File: src/rtl/pipe_ctrl_pkg.sv
// pipe_ctrl_pkg: shared state encoding and select codes for the pipeline hazard controller.
package pipe_ctrl_pkg;

    typedef enum logic [1:0] {RUN, DMISS, SQUASH} ctrl_state_e;

    localparam logic [1:0] RESULT_SRC_LOAD = 2'b01;
    localparam logic [1:0] FWD_RD = 2'b00;
    localparam logic [1:0] FWD_W  = 2'b01;
    localparam logic [1:0] FWD_M  = 2'b10;

endpackage

File: src/rtl/perf_sat_counter.sv
// perf_sat_counter: event counter that holds at all-ones instead of wrapping.
module perf_sat_counter #(
    parameter int WIDTH = 32
) (
    input  logic             clk,
    input  logic             rst,
    input  logic             inc,
    output logic [WIDTH-1:0] count
);

    always_ff @(posedge clk) begin
        if (rst)
            count <= '0;
        else if (inc && count != '1)
            count <= count + 1'b1;
    end

endmodule

File: src/rtl/pipeline_hazard_ctrl.sv
// pipeline_hazard_ctrl: stall/flush/forward control for the 5-stage pipeline with caches.
module pipeline_hazard_ctrl
    import pipe_ctrl_pkg::*;
#(
    parameter int REG_ADDR_WIDTH = 5,
    parameter int SRC_WIDTH      = 2,
    parameter int CNT_WIDTH      = 32
) (
    input  logic                      clk,
    input  logic                      rst,
    input  logic [REG_ADDR_WIDTH-1:0] Rs1_d,
    input  logic [REG_ADDR_WIDTH-1:0] Rs2_d,
    input  logic [REG_ADDR_WIDTH-1:0] Rs1_e,
    input  logic [REG_ADDR_WIDTH-1:0] Rs2_e,
    input  logic [REG_ADDR_WIDTH-1:0] Rd_e,
    input  logic                      RegWrite_e,
    input  logic [SRC_WIDTH-1:0]      ResultSrc_e,
    input  logic                      PCSrc_e,
    input  logic [REG_ADDR_WIDTH-1:0] Rd_m,
    input  logic [REG_ADDR_WIDTH-1:0] Rd_w,
    input  logic                      RegWrite_m,
    input  logic                      RegWrite_w,
    input  logic                      icache_stall,
    input  logic                      dcache_stall,
    output logic                      en_f,
    output logic                      en_fd,
    output logic                      en_de,
    output logic                      en_em,
    output logic                      en_mw,
    output logic                      rst_n_fd,
    output logic                      rst_n_de,
    output logic                      rst_n_em,
    output logic                      rst_n_mw,
    output logic [1:0]                forward_a_e,
    output logic [1:0]                forward_b_e,
    output logic [CNT_WIDTH-1:0]      stall_cnt,
    output logic [CNT_WIDTH-1:0]      flush_cnt
);

    localparam logic [SRC_WIDTH-1:0] LOAD = SRC_WIDTH'(RESULT_SRC_LOAD);

    ctrl_state_e state;
    logic        sq_q;
    logic        sq_mode;
    logic        lu;
    logic        red;

    function automatic logic [1:0] fwd_sel(input logic [REG_ADDR_WIDTH-1:0] rs);
        return (RegWrite_m && Rd_m != '0 && Rd_m == rs) ? FWD_M :
               (RegWrite_w && Rd_w != '0 && Rd_w == rs) ? FWD_W : FWD_RD;
    endfunction

    // sq_q remembers a wrong-path fetch that was outstanding when a D-miss froze the pipe
    assign sq_mode = state == SQUASH || (state == DMISS && sq_q);
    assign lu      = ResultSrc_e == LOAD && RegWrite_e && Rd_e != '0 &&
                     (Rd_e == Rs1_d || Rd_e == Rs2_d);
    assign red     = PCSrc_e;

    assign forward_a_e = rst ? FWD_RD : fwd_sel(Rs1_e);
    assign forward_b_e = rst ? FWD_RD : fwd_sel(Rs2_e);

    always_comb begin
        {en_f, en_fd, en_de, en_em, en_mw} = '1;
        {rst_n_fd, rst_n_de, rst_n_em, rst_n_mw} = '1;
        if (rst) begin
            {rst_n_fd, rst_n_de, rst_n_em, rst_n_mw} = '0;
        end else if (dcache_stall) begin
            {en_f, en_fd, en_de, en_em, en_mw} = '0;
        end else if (red) begin
            rst_n_fd = 1'b0;
            rst_n_de = 1'b0;
        end else if (lu) begin
            en_f     = 1'b0;
            en_fd    = 1'b0;
            rst_n_de = 1'b0;
        end else if (icache_stall) begin
            en_f     = 1'b0;
            rst_n_fd = 1'b0;
        end
        // the word arriving while squashing is from the wrong path, including the final one
        if (!rst && !dcache_stall && sq_mode)
            rst_n_fd = 1'b0;
    end

    always_ff @(posedge clk) begin
        if (rst) begin
            state <= RUN;
            sq_q  <= 1'b0;
        end else if (dcache_stall) begin
            state <= DMISS;
            sq_q  <= sq_mode;
        end else begin
            state <= (icache_stall && (red || sq_mode)) ? SQUASH : RUN;
            sq_q  <= 1'b0;
        end
    end

    perf_sat_counter #(.WIDTH(CNT_WIDTH)) u_stall_cnt (
        .clk   (clk),
        .rst   (rst),
        .inc   (!en_f),
        .count (stall_cnt)
    );

    perf_sat_counter #(.WIDTH(CNT_WIDTH)) u_flush_cnt (
        .clk   (clk),
        .rst   (rst),
        .inc   (!rst_n_de),
        .count (flush_cnt)
    );

endmodule
File: config.mk
export PLATFORM = sky130hd
export DESIGN_NAME = pipeline_hazard_ctrl
export DESIGN_NICKNAME = d
export VERILOG_FILES = /design/src/rtl/pipe_ctrl_pkg.sv /design/src/rtl/perf_sat_counter.sv /design/src/rtl/pipeline_hazard_ctrl.sv
export SDC_FILE = /design/constraint.sdc
export NUM_CORES = 1
export LEC_CHECK = 0
export CAP_MARGIN = 20
export CORE_MARGIN = 2
export CORE_UTILIZATION = 35
export DETAILED_ROUTE_END_ITERATION = 7
export PLACE_DENSITY = 0.75
export SYNTH_ARGS = -nofsm -noshare
export SYNTH_HDL_FRONTEND = slang
export SYNTH_HIERARCHICAL = 1
export SYNTH_SLANG_ARGS = --single-unit
File: constraint.sdc
create_clock -name clk -period 2.9 [get_ports clk]
set_input_delay 0.725 -clock clk [delete_from_list [all_inputs] [get_ports clk]]
set_output_delay 0.725 -clock clk [all_outputs]
set_load 0.005 [all_outputs]
Yosys cells after proc, flatten, opt, wreduce, memory -nomap -nowiden
Cells that the tools add are included.
{ "classes": {"n_eq_ne": 11, "n_addsub": 2, "n_bitwise": 1, "muxes": 28, "reduce_logical": 27} }
{ "op_table": {"columns": ["cell", "n"], "rows": [
  ["$add A32 B1 Y32 const B", 2],
  ["$ne A32 B32 Y1 const B", 2],
  ["$eq A5 B5 Y1", 6],
  ["$mux W1", 23],
  ["$logic_and A1 B1 Y1", 15],
  ["$reduce_bool A5 Y1", 3],
  ["$mux W2", 5],
  ["$eq A2 B1 Y1 const B", 2],
  ["$logic_not A1 Y1", 4],
  ["$reduce_or A2 Y1", 2],
  ["$logic_or A1 B1 Y1", 3],
  ["$eq A2 B2 Y1 const B", 1],
  ["$not A1 Y1", 1]
]} }
{ "word_totals": {"word_cells": 74, "output_inout_bits": 77, "ff_bits": 67} }

Depth between registers and ports, before layout
Gate-level depths: netlist of the first run.
{ "depth": {"depth_word": 10, "mapped_depth": 10, "mapped_depth_nobuf": 9} }

Hierarchy
Netlist of the first run, hierarchy kept.
{ "modules_own_cells": {"columns": ["module", "area_each_um2", "instances", "cells_each"], "rows": [
  ["perf_sat_counter", 1674.1, 2, 199],
  ["pipeline_hazard_ctrl", 629.4, 1, 83]
]} }

Worst setup path after synthesis of the first run
Ideal clock, no wire load.
{ "synth_timing": {"kind": "in2reg", "from": "input port Rd_e[4]", "to": "register u_stall_cnt.count[31]", "path_stages": 9, "arrival_ps": 2987, "path_slack_ps": -207, "path_cell_list": "xnor2_1 -> nand3_1 -> o22ai_1 -> a221o_1 -> nand4_1 -> nor4_2 -> nand4_1 -> nor4_1 -> mux2_2"} }
{ "synth_via": {"elab_chain_cells": 9, "word_cells_on_any_way": 12} }
{ "synth_rtl": {"columns": ["element", "line", "text"], "rows": [
  ["start: declaration", "pipeline_hazard_ctrl.sv:15", "input logic [REG_ADDR_WIDTH-1:0] Rd_e,"],
  ["$eq A5 B5 Y1 / $reduce_bool A5 Y1 (equally long branches)", "pipeline_hazard_ctrl.sv:56, pipeline_hazard_ctrl.sv:55", null],
  ["$logic_or A1 B1 Y1 / $logic_and A1 B1 Y1 (equally long branches)", "pipeline_hazard_ctrl.sv:56, pipeline_hazard_ctrl.sv:55", null],
  ["$logic_and A1 B1 Y1 (*)", "pipeline_hazard_ctrl.sv:55", "assign lu = ResultSrc_e == LOAD && RegWrite_e && Rd_e != '0 &&"],
  ["$mux W1 (*)", "pipeline_hazard_ctrl.sv:72", "end else if (lu) begin"],
  ["$mux W1 (*)", "pipeline_hazard_ctrl.sv:69", "end else if (red) begin"],
  ["$mux W1 (*)", "pipeline_hazard_ctrl.sv:67", "end else if (dcache_stall) begin"],
  ["$mux W1 (*)", "pipeline_hazard_ctrl.sv:65", "if (rst) begin"],
  ["$logic_not A1 Y1 (*)", "pipeline_hazard_ctrl.sv:101", ".inc (!en_f),"],
  ["$logic_and A1 B1 Y1 (*)", "perf_sat_counter.sv:14", "else if (inc && count != '1)"],
  ["end signal: assignment", "perf_sat_counter.sv:15", "count <= count + 1'b1;"],
  ["end: declaration", "perf_sat_counter.sv:8", "output logic [WIDTH-1:0] count"]
]} }
Mark *: on every way between the ends. The rest lies on a longest branch, timed or not.
A chain may end at the register's enable or synchronous reset.

Final worst setup path of the first run
{ "layout_timing": {"from": "input port Rd_w[0]", "to": "output port forward_a_e[0]"} }
{ "layout_via": {"elab_chain_cells": 6, "word_cells_on_any_way": 7} }
{ "layout_rtl": {"columns": ["element", "line", "text"], "rows": [
  ["start: declaration", "pipeline_hazard_ctrl.sv:20", "input logic [REG_ADDR_WIDTH-1:0] Rd_w,"],
  ["$reduce_bool A5 Y1", "pipeline_hazard_ctrl.sv:50", "(RegWrite_w && Rd_w != '0 && Rd_w == rs) ? FWD_W : FWD_RD;"],
  ["$logic_and A1 B1 Y1", "pipeline_hazard_ctrl.sv:50", null],
  ["$logic_and A1 B1 Y1 (*)", "pipeline_hazard_ctrl.sv:50", null],
  ["$mux W1 (*)", "pipeline_hazard_ctrl.sv:50", null],
  ["$mux W2 (*)", "pipeline_hazard_ctrl.sv:49", "return (RegWrite_m && Rd_m != '0 && Rd_m == rs) ? FWD_M :"],
  ["$mux W2 (*)", "pipeline_hazard_ctrl.sv:59", "assign forward_a_e = rst ? FWD_RD : fwd_sel(Rs1_e);"],
  ["end: declaration", "pipeline_hazard_ctrl.sv:34", "output logic [1:0] forward_a_e,"]
]} }
Marked as above.

==> results of run 1 <==
==> state kept, by name, indices dropped and copies added (netlist names) <==
register           flops
u_stall_cnt/count     32
u_flush_cnt/count     32
sq_q                   1
state                  2
==> power groups by stage <==
stage	Combinational, mW	Clock (mW)	Sequential [mW]
global route	0.299	1.33	0.941
floorplan	0.105	0	0.958
CTS	0.264	1.30	0.940
finish	0.278	1.28	0.940
global placement	0.256	0	0.959
detailed placement	0.263	0	0.959
==> worst paths after layout <==
path,slack (ps),from,depth (start not counted),endpoint
worst max-delay path,40,Rd_w[0],6,forward_a_e[0]
worst min-delay path,490,u_stall_cnt/count[15],2,u_stall_cnt/count[15]
worst max register to register,440,u_stall_cnt/count[13],6,u_stall_cnt/count[9]
worst min register to register,490,u_stall_cnt/count[15],2,u_stall_cnt/count[15]
==> timing repair <==
item / 4_1_cts / 5_1_grt
pin swaps: 24 / 32
gates resized for setup: 61 / 70
buffers inserted: 8 / 2
setup endpoints to repair: 29 / 22
==> Yosys cell counts, types with 3 or more instances <==
cell type | number | area [um^2]
or3_1 | 20 | 125
a31oi_1 | 3 | 18.8
nand4_1 | 20 | 125
inv_1 | 5 | 18.8
nor3_1 | 9 | 45.0
clkbuf_1 | 18 | 67.6
a21oi_1 | 45 | 225
nand3_1 | 31 | 155
and3_1 | 6 | 37.5
a211oi_1 | 3 | 22.5
and4_1 | 8 | 70.1
nor3b_1 | 4 | 30.0
buf_4 | 3 | 22.5
nand2_1 | 26 | 97.6
xor2_1 | 10 | 87.6
a2111oi_0 | 4 | 35.0
xnor2_1 | 34 | 298
o31ai_1 | 24 | 180
and2_1 | 4 | 25.0
nor2_1 | 32 | 120
or4_1 | 27 | 203
mux2i_1 | 3 | 30.0
nor2b_1 | 5 | 31.3
o21ai_0 | 16 | 80.1
buf_2 | 6 | 30.0
nor4_1 | 10 | 62.6
dfxtp_1 | 67 | 1340
nor4_2 | 3 | 37.5
a31o_2 | 4 | 35.0
==> metrics by stage <==
stage               utilization [%]  instances  cell area [um^2]
finish                         57.3        802              6300
global route                   57.3        802              6300
CTS                            56.4        801              6190
detailed placement             52.4        777              5760
global placement               52.4        777              5760
floorplan                         -        481              4010
==> cells by family (layout without fill, tap and decap cells) <==
family,count (synthesis),after routing
buf+inv,33,214
compound gates,109,109
fa+ha+maj,2,2
simple gates,219,219
flops,67,67
mux,7,7
xor+xnor,44,44
==> final cells by class <==
class | instances | share of cell area (%)
clock buffer | 10 | 3.79
clock inverter | 6 | 1.79
inverter | 6 | 0.358
tap | 140 | 2.78
timing repair buffer | 192 | 27.5
multi-input combinational | 381 | 42.4
sequential | 67 | 21.3
==> tightest hold or removal path, delay by kind of cell (launching register included) <==
kind	cells	cell delay [ps]
compound gates	2	120
flops	1	330
==> per-layer routing <==
layer  global-route usage, %  share of wire [%]
met1                    23.8                 43
met2                    35.4                 52
met3                    4.88                3.9
met4                    4.50                1.7
met5                       0                  0
==> results by group, run 1 <==
Worst setup path
  • CP peak stage delay: 550 ps
  • Worst Path Required: 2170 ps
  • Worst Path Max Fanout: 2
  • Kind of critical path: in2out
  • CP arrival: 2140 ps
  • CP Capture Type: output port
  • Slowest CP cell: or4_4
  • CP startpoint kind: primary input
  • Critical path's top delay family: simple AND/OR/NAND/NOR gates
  • Buf+Inv Stages, Crit Path: 2
  • Critical-path cell list: dlygate4sd2_1, or4_1, o211ai_1, or4_4, nor4_2, buf_2

Layout
  • Antenna Diode Count: 0
  • Area of the multi-input gates: 0.00267 mm^2
  • Layout cells sized above 1: 23.1%
  • Synthesis-to-layout area growth: 58.3%
  • Commonest non-fill, non-tap cell in the layout: clkdlybuf4s50_1
  • Fill count: 977
  • Register area: 0.00134 mm^2
  • Final Net Count: 704
  • Most frequent cells in the layout: 79 x clkdlybuf4s50_1, 67 x buf_4, 67 x dfxtp_1

Synth
  • FF+latch count, synth: 67
  • Netlist cell types: 49
  • Simple-gate portion of the synthesized area: 32.5%
  • Mux share of post-synthesis cell area: 1.89%
  • Cell Area, Synth: 0.00398 mm^2
  • Post-synth EDFFs: 0
  • Ys async rst share: 0%
  • Synth Area in Compound Gates: 18.0%
  • Adder-cell area share of the yosys netlist: 0.629%
  • Xor-xnor portion of the synthesized cell area: 9.69%
  • Main synth FF type: dfxtp_1
  • Mapped Cells: 481
  • Seq/Total Area, Yosys: 33.7%
  • Avg Inst Size Synth: 8.27 um^2
  • Warnings from Yosys: 6
  • Main combinational cell family by area after synthesis: simple AND/OR/NAND/NOR gates
  • Syn nets: 528

Timing
  • Final worst setup slack: 39.4 ps
  • Max-slew violations: 0
  • F_max: 350 MHz
  • Post-route clock period utilization: 98.6%
  • Slew HR: 54.6%
  • Minimum clock period: 2860 ps
  • Setup violations, final: 0
  • Worst-margin pin slew: 676 ps
  • WHS: 493 ps
  • Final hold vios: 0
  • TNS Setup: 0 ps
  • Final setup skew: 9.69 ps

Die
  • # rows: 38
  • Die Span X: 111 um
  • Initial core utilization: 36.2%
  • Core area: 0.0110 mm^2
  • Top Ports: 122
  • Die Ht: 111 um
  • DIE AREA: 0.0122 mm^2

Clock network
  • CTS sink count: 67
  • TritonCTS clock tree: done
  • Longest Clk Path Bufs: 2
  • CTS Buf Count: 9
  • Root Buffer: clkbuf_16
  • Worst skew pair latency: 330 ps
  • Clock slew at reported path FFs: 60 ps
  • H-tree Lvls: 3
  • Hold buffer count at CTS: 0

Power and ir drop
  • Power Total: 2.49 mW
  • Switch Pwr: 543 uW
  • Peak VDD IR: 0.289 mV
  • Combinational share of power: 11.1%
  • Sequential share of power: 37.7%
  • Clock power frac: 51.2%
  • Cell internal pwr: 1.95 mW
  • Leakage power figure: 2.26 nW
  • Sw Ratio: 21.8%
  • PD cells: 396 mW/mm^2

GRT
  • Number of global-route vias before repair: 4317
  • Initial antenna violation count: 0
  • Overall routing resource usage: 19.7%
  • Largest net degree at the start of global routing: 36
  • First-pass GRT wire length: 20500 um
  • Grt ovf: 0

Worst hold path
  • Worst hold-check path type: reg2reg

Drt
  • # DRC: 0
  • Final ANT Viol Nets: 0
  • Avg WL per Cell: 15.6 um
  • 1st-iter DRT viols: 195
  • Vias after detailed routing: 4478
  • Vias per Instance: 5.58
  • Drt first pass iters: 5
  • Drt total wl: 12500 um

Placed design
  • Post-Place Setup Slack: -591 ps
  • Number of buffers added on ports: 121
  • Dpl hpwl: 9000 um
  • Routability-driven placement congestion ratio: 0.888

Outcome
  • Status: finished, final reports clean

Flow run
  • Max-Cap Viols: 0
(Power assumes the default switching activity.)
==> run 2, diff against run 1 <==
- DONT_BUFFER_PORTS: not set -> 1
- PLACE_DENSITY: 0.75 -> 0.61
==> results by group, run 2 (synthesis results as in run 1) <==
Placed design
  • Placed standard-cell area: 0.00422 mm^2 (-27%)
  • Number of buffers added on ports: 0 (-100%)
  • Routability-driven placement congestion ratio: 0.804 (-9.5%)
  • Placed Instances: 613 (-21%)
  • Dpl hpwl: 7850 um (-13%)

Drt
  • Final ANT Viol Nets: 0 (unchanged)
  • # DRC: 0 (unchanged)
  • Drt first pass iters: 4 (-1)
  • Drt total wl: 10800 um (-14%)
  • 1st-iter DRT viols: 245 (+26%)
  • Vias after detailed routing: 3765 (-16%)
  • Avg WL per Cell: 17.2 um (+10%)
  • Vias per Instance: 5.99 (+7.2%)

Worst setup path
  • R2r worst-path depth: 5 (-1)
  • Worst r2r src: u_flush_cnt/count[13]
  • Worst Path Max Fanout: 4 (+2)
  • R2R Path End: u_flush_cnt/count[30]
  • Kind of critical path: in2out
  • Worst reg-to-reg setup slack: 500 ps (+60 ps)
  • Worst Path Required: 2170 ps (about the same)
  • CP arrival: 1910 ps (-230 ps)
  • CP Capture Type: output port
  • CP startpoint kind: primary input

GRT
  • Number of global-route vias before repair: 3612 (-16%)
  • Initial antenna violation count: 0 (unchanged)
  • Largest net degree at the start of global routing: 79 (+120%)
  • Grt ovf: 0 (unchanged)
  • Overall routing resource usage: 17.5% (-2.3 points)
  • First-pass GRT wire length: 17700 um (-13%)

Power and ir drop
  • Switch Pwr: 466 uW (-14%)
  • Combinational share of power: 4.5% (-6.6 points)
  • Sw Ratio: 19.2% (-2.6 points)
  • Clock power frac: 56.7% (+5.5 points)
  • Cell internal pwr: 1.96 mW (+0.54%)
  • PD cells: 529 mW/mm^2 (+33%)
  • Leakage power figure: 1.39 nW (-39%)
  • Peak VDD IR: 0.318 mV (+10%)
  • Sequential share of power: 38.8% (+1.1 points)

Layout
  • Commonest non-fill, non-tap cell in the layout: dfxtp_1
  • Post-route cell area: 0.00459 mm^2 (-27%)
  • Final Net Count: 531 (-25%)
  • Antenna Diode Count: 0 (unchanged)
  • Top flop regs: u_flush_cnt/count: 32 flops, u_stall_cnt/count: 32 flops, state: 2 flops
  • Post-layout util: 41.8% (-16 points)
  • Non-Filler Instances: 629 (-22%)
  • Fill count: 1090 (+12%)
  • Most frequent cells in the layout: 67 x dfxtp_1, 45 x a21oi_1, 34 x xnor2_1
  • Layout cells sized above 1: 12.3% (-11 points)
  • Synthesis-to-layout area growth: 15.5%

Die
  • Initial core utilization: 36.2% (unchanged)
  • Core area: 0.0110 mm^2 (unchanged)
  • Top Ports: 122 (unchanged)
  • # rows: 38 (unchanged)
  • Die Ht: 111 um (unchanged)
  • DIE AREA: 0.0122 mm^2 (unchanged)
  • Die Span X: 111 um (unchanged)

Worst hold path
  • Hold_sp: rst
  • Worst hold-check path type: in2reg
  • Min-Delay Path Depth: 1 (-1)
  • Hold endpoint: u_stall_cnt/count[6]

Clock network
  • TritonCTS clock tree: done
  • CTS Buf Count: 9 (unchanged)
  • Worst skew pair latency: 330 ps (about the same)
  • Cts repair resizes: 0 (-100%)
  • Longest Clk Path Bufs: 2 (unchanged)
  • Post-CTS Setup Bufs: 0 (-8)
  • Clock slew at reported path FFs: 50 ps (about the same)
  • Root Buffer: clkbuf_16
  • Hold buffer count at CTS: 0 (unchanged)
  • H-tree Lvls: 3 (unchanged)
  • CTS sink count: 67 (unchanged)

Timing
  • Slew HR: 43.7% (-11 points)
  • Post-route clock period utilization: 91.0% (-7.6 points)
  • Final hold vios: 0 (unchanged)
  • F_max: 379 MHz (+8.4%)
  • WHS: 460 ps (-33.1 ps)
  • Setup violations, final: 0 (unchanged)
  • Max-slew violations: 0 (unchanged)
  • TNS Setup: 0 ps (unchanged)
  • Final setup skew: 5.39 ps (-4.30 ps)
  • Worst-margin pin slew: 837 ps (+161 ps)
  • RSZ-0062 raised after global routing: false
  • Minimum clock period: 2640 ps (-221 ps)

Flow run
  • Max-Cap Viols: 0 (unchanged)

Outcome
  • Status: finished, final reports clean
-- run 2: cell types whose count changed in the layout (fill, tap and decap cells not counted), moves of 8 or more --
cell,delta
clkdlybuf4s50_1,-79
buf_4,-48
dlymetal6s2s_1,-11
clkdlybuf4s15_1,-8
clkbuf_2,-9
buf_6,-8
-- run 2: power by group through the flow --
stage          registers (mW)  clock network (mW)  logic (mW)
6_report                0.942                1.38       0.110
5_1_grt                 0.944                1.44       0.123
4_1_cts                 0.942                1.40       0.111
3_5_place_dp            0.962                   0       0.110
3_3_place_gp            0.961                   0       0.107
2_1_floorplan           0.958                   0       0.105
-- run 2: final cells by class --
| class | instances | area [um^2] | area share, % |
|---|---|---|---|
| Clock buffer | 12 | 256 | 5.58 |
| Inverter | 6 | 22.5 | 0.490 |
| Tap cell | 140 | 175 | 3.81 |
| Timing Repair Buffer | 19 | 143 | 3.11 |
| Clock inverter | 4 | 120 | 2.62 |
| Sequential cell | 67 | 1340 | 29.2 |
| Multi-Input combinational cell | 381 | 2530 | 55.2 |
-- run 2: per-stage QoR --
step                power [mW]  setup slack [ps]
floorplan                 1.06              6.35
global placement          1.07              66.6
detailed placement        1.07              42.3
CTS                       2.46               239
global route              2.50               155
finish                    2.43               260
-- run 2: routing by layer --
metal | vias to the layer above | wire length [um] | track usage (%)
li1 | 1847 | - | -
met1 | 1814 | 4640 | 20.3
met2 | 95 | 5170 | 28.4
met3 | 9 | 888 | 8.18
met4 | 0 | 113 | 6.00
met5 | - | 0 | 0
-- run 2: worst max-delay path, stage by stage --
cell,delay [ps]
or4_1,560
o21ai_2,220
nor3_2,80
nor4_2,330
-- run 2: worst max-delay path by stage --
stage,startpoint,to,slack [ps]
after floorplan,Rd_e[4],u_stall_cnt/count[31],6
after global placement,Rd_e[4],u_flush_cnt/count[31],70
after detailed placement,Rd_e[4],u_flush_cnt/count[31],40
after CTS,Rd_m[1],forward_a_e[0],240
after global routing,Rd_m[1],forward_a_e[0],150
final,Rd_m[1],forward_a_e[0],260
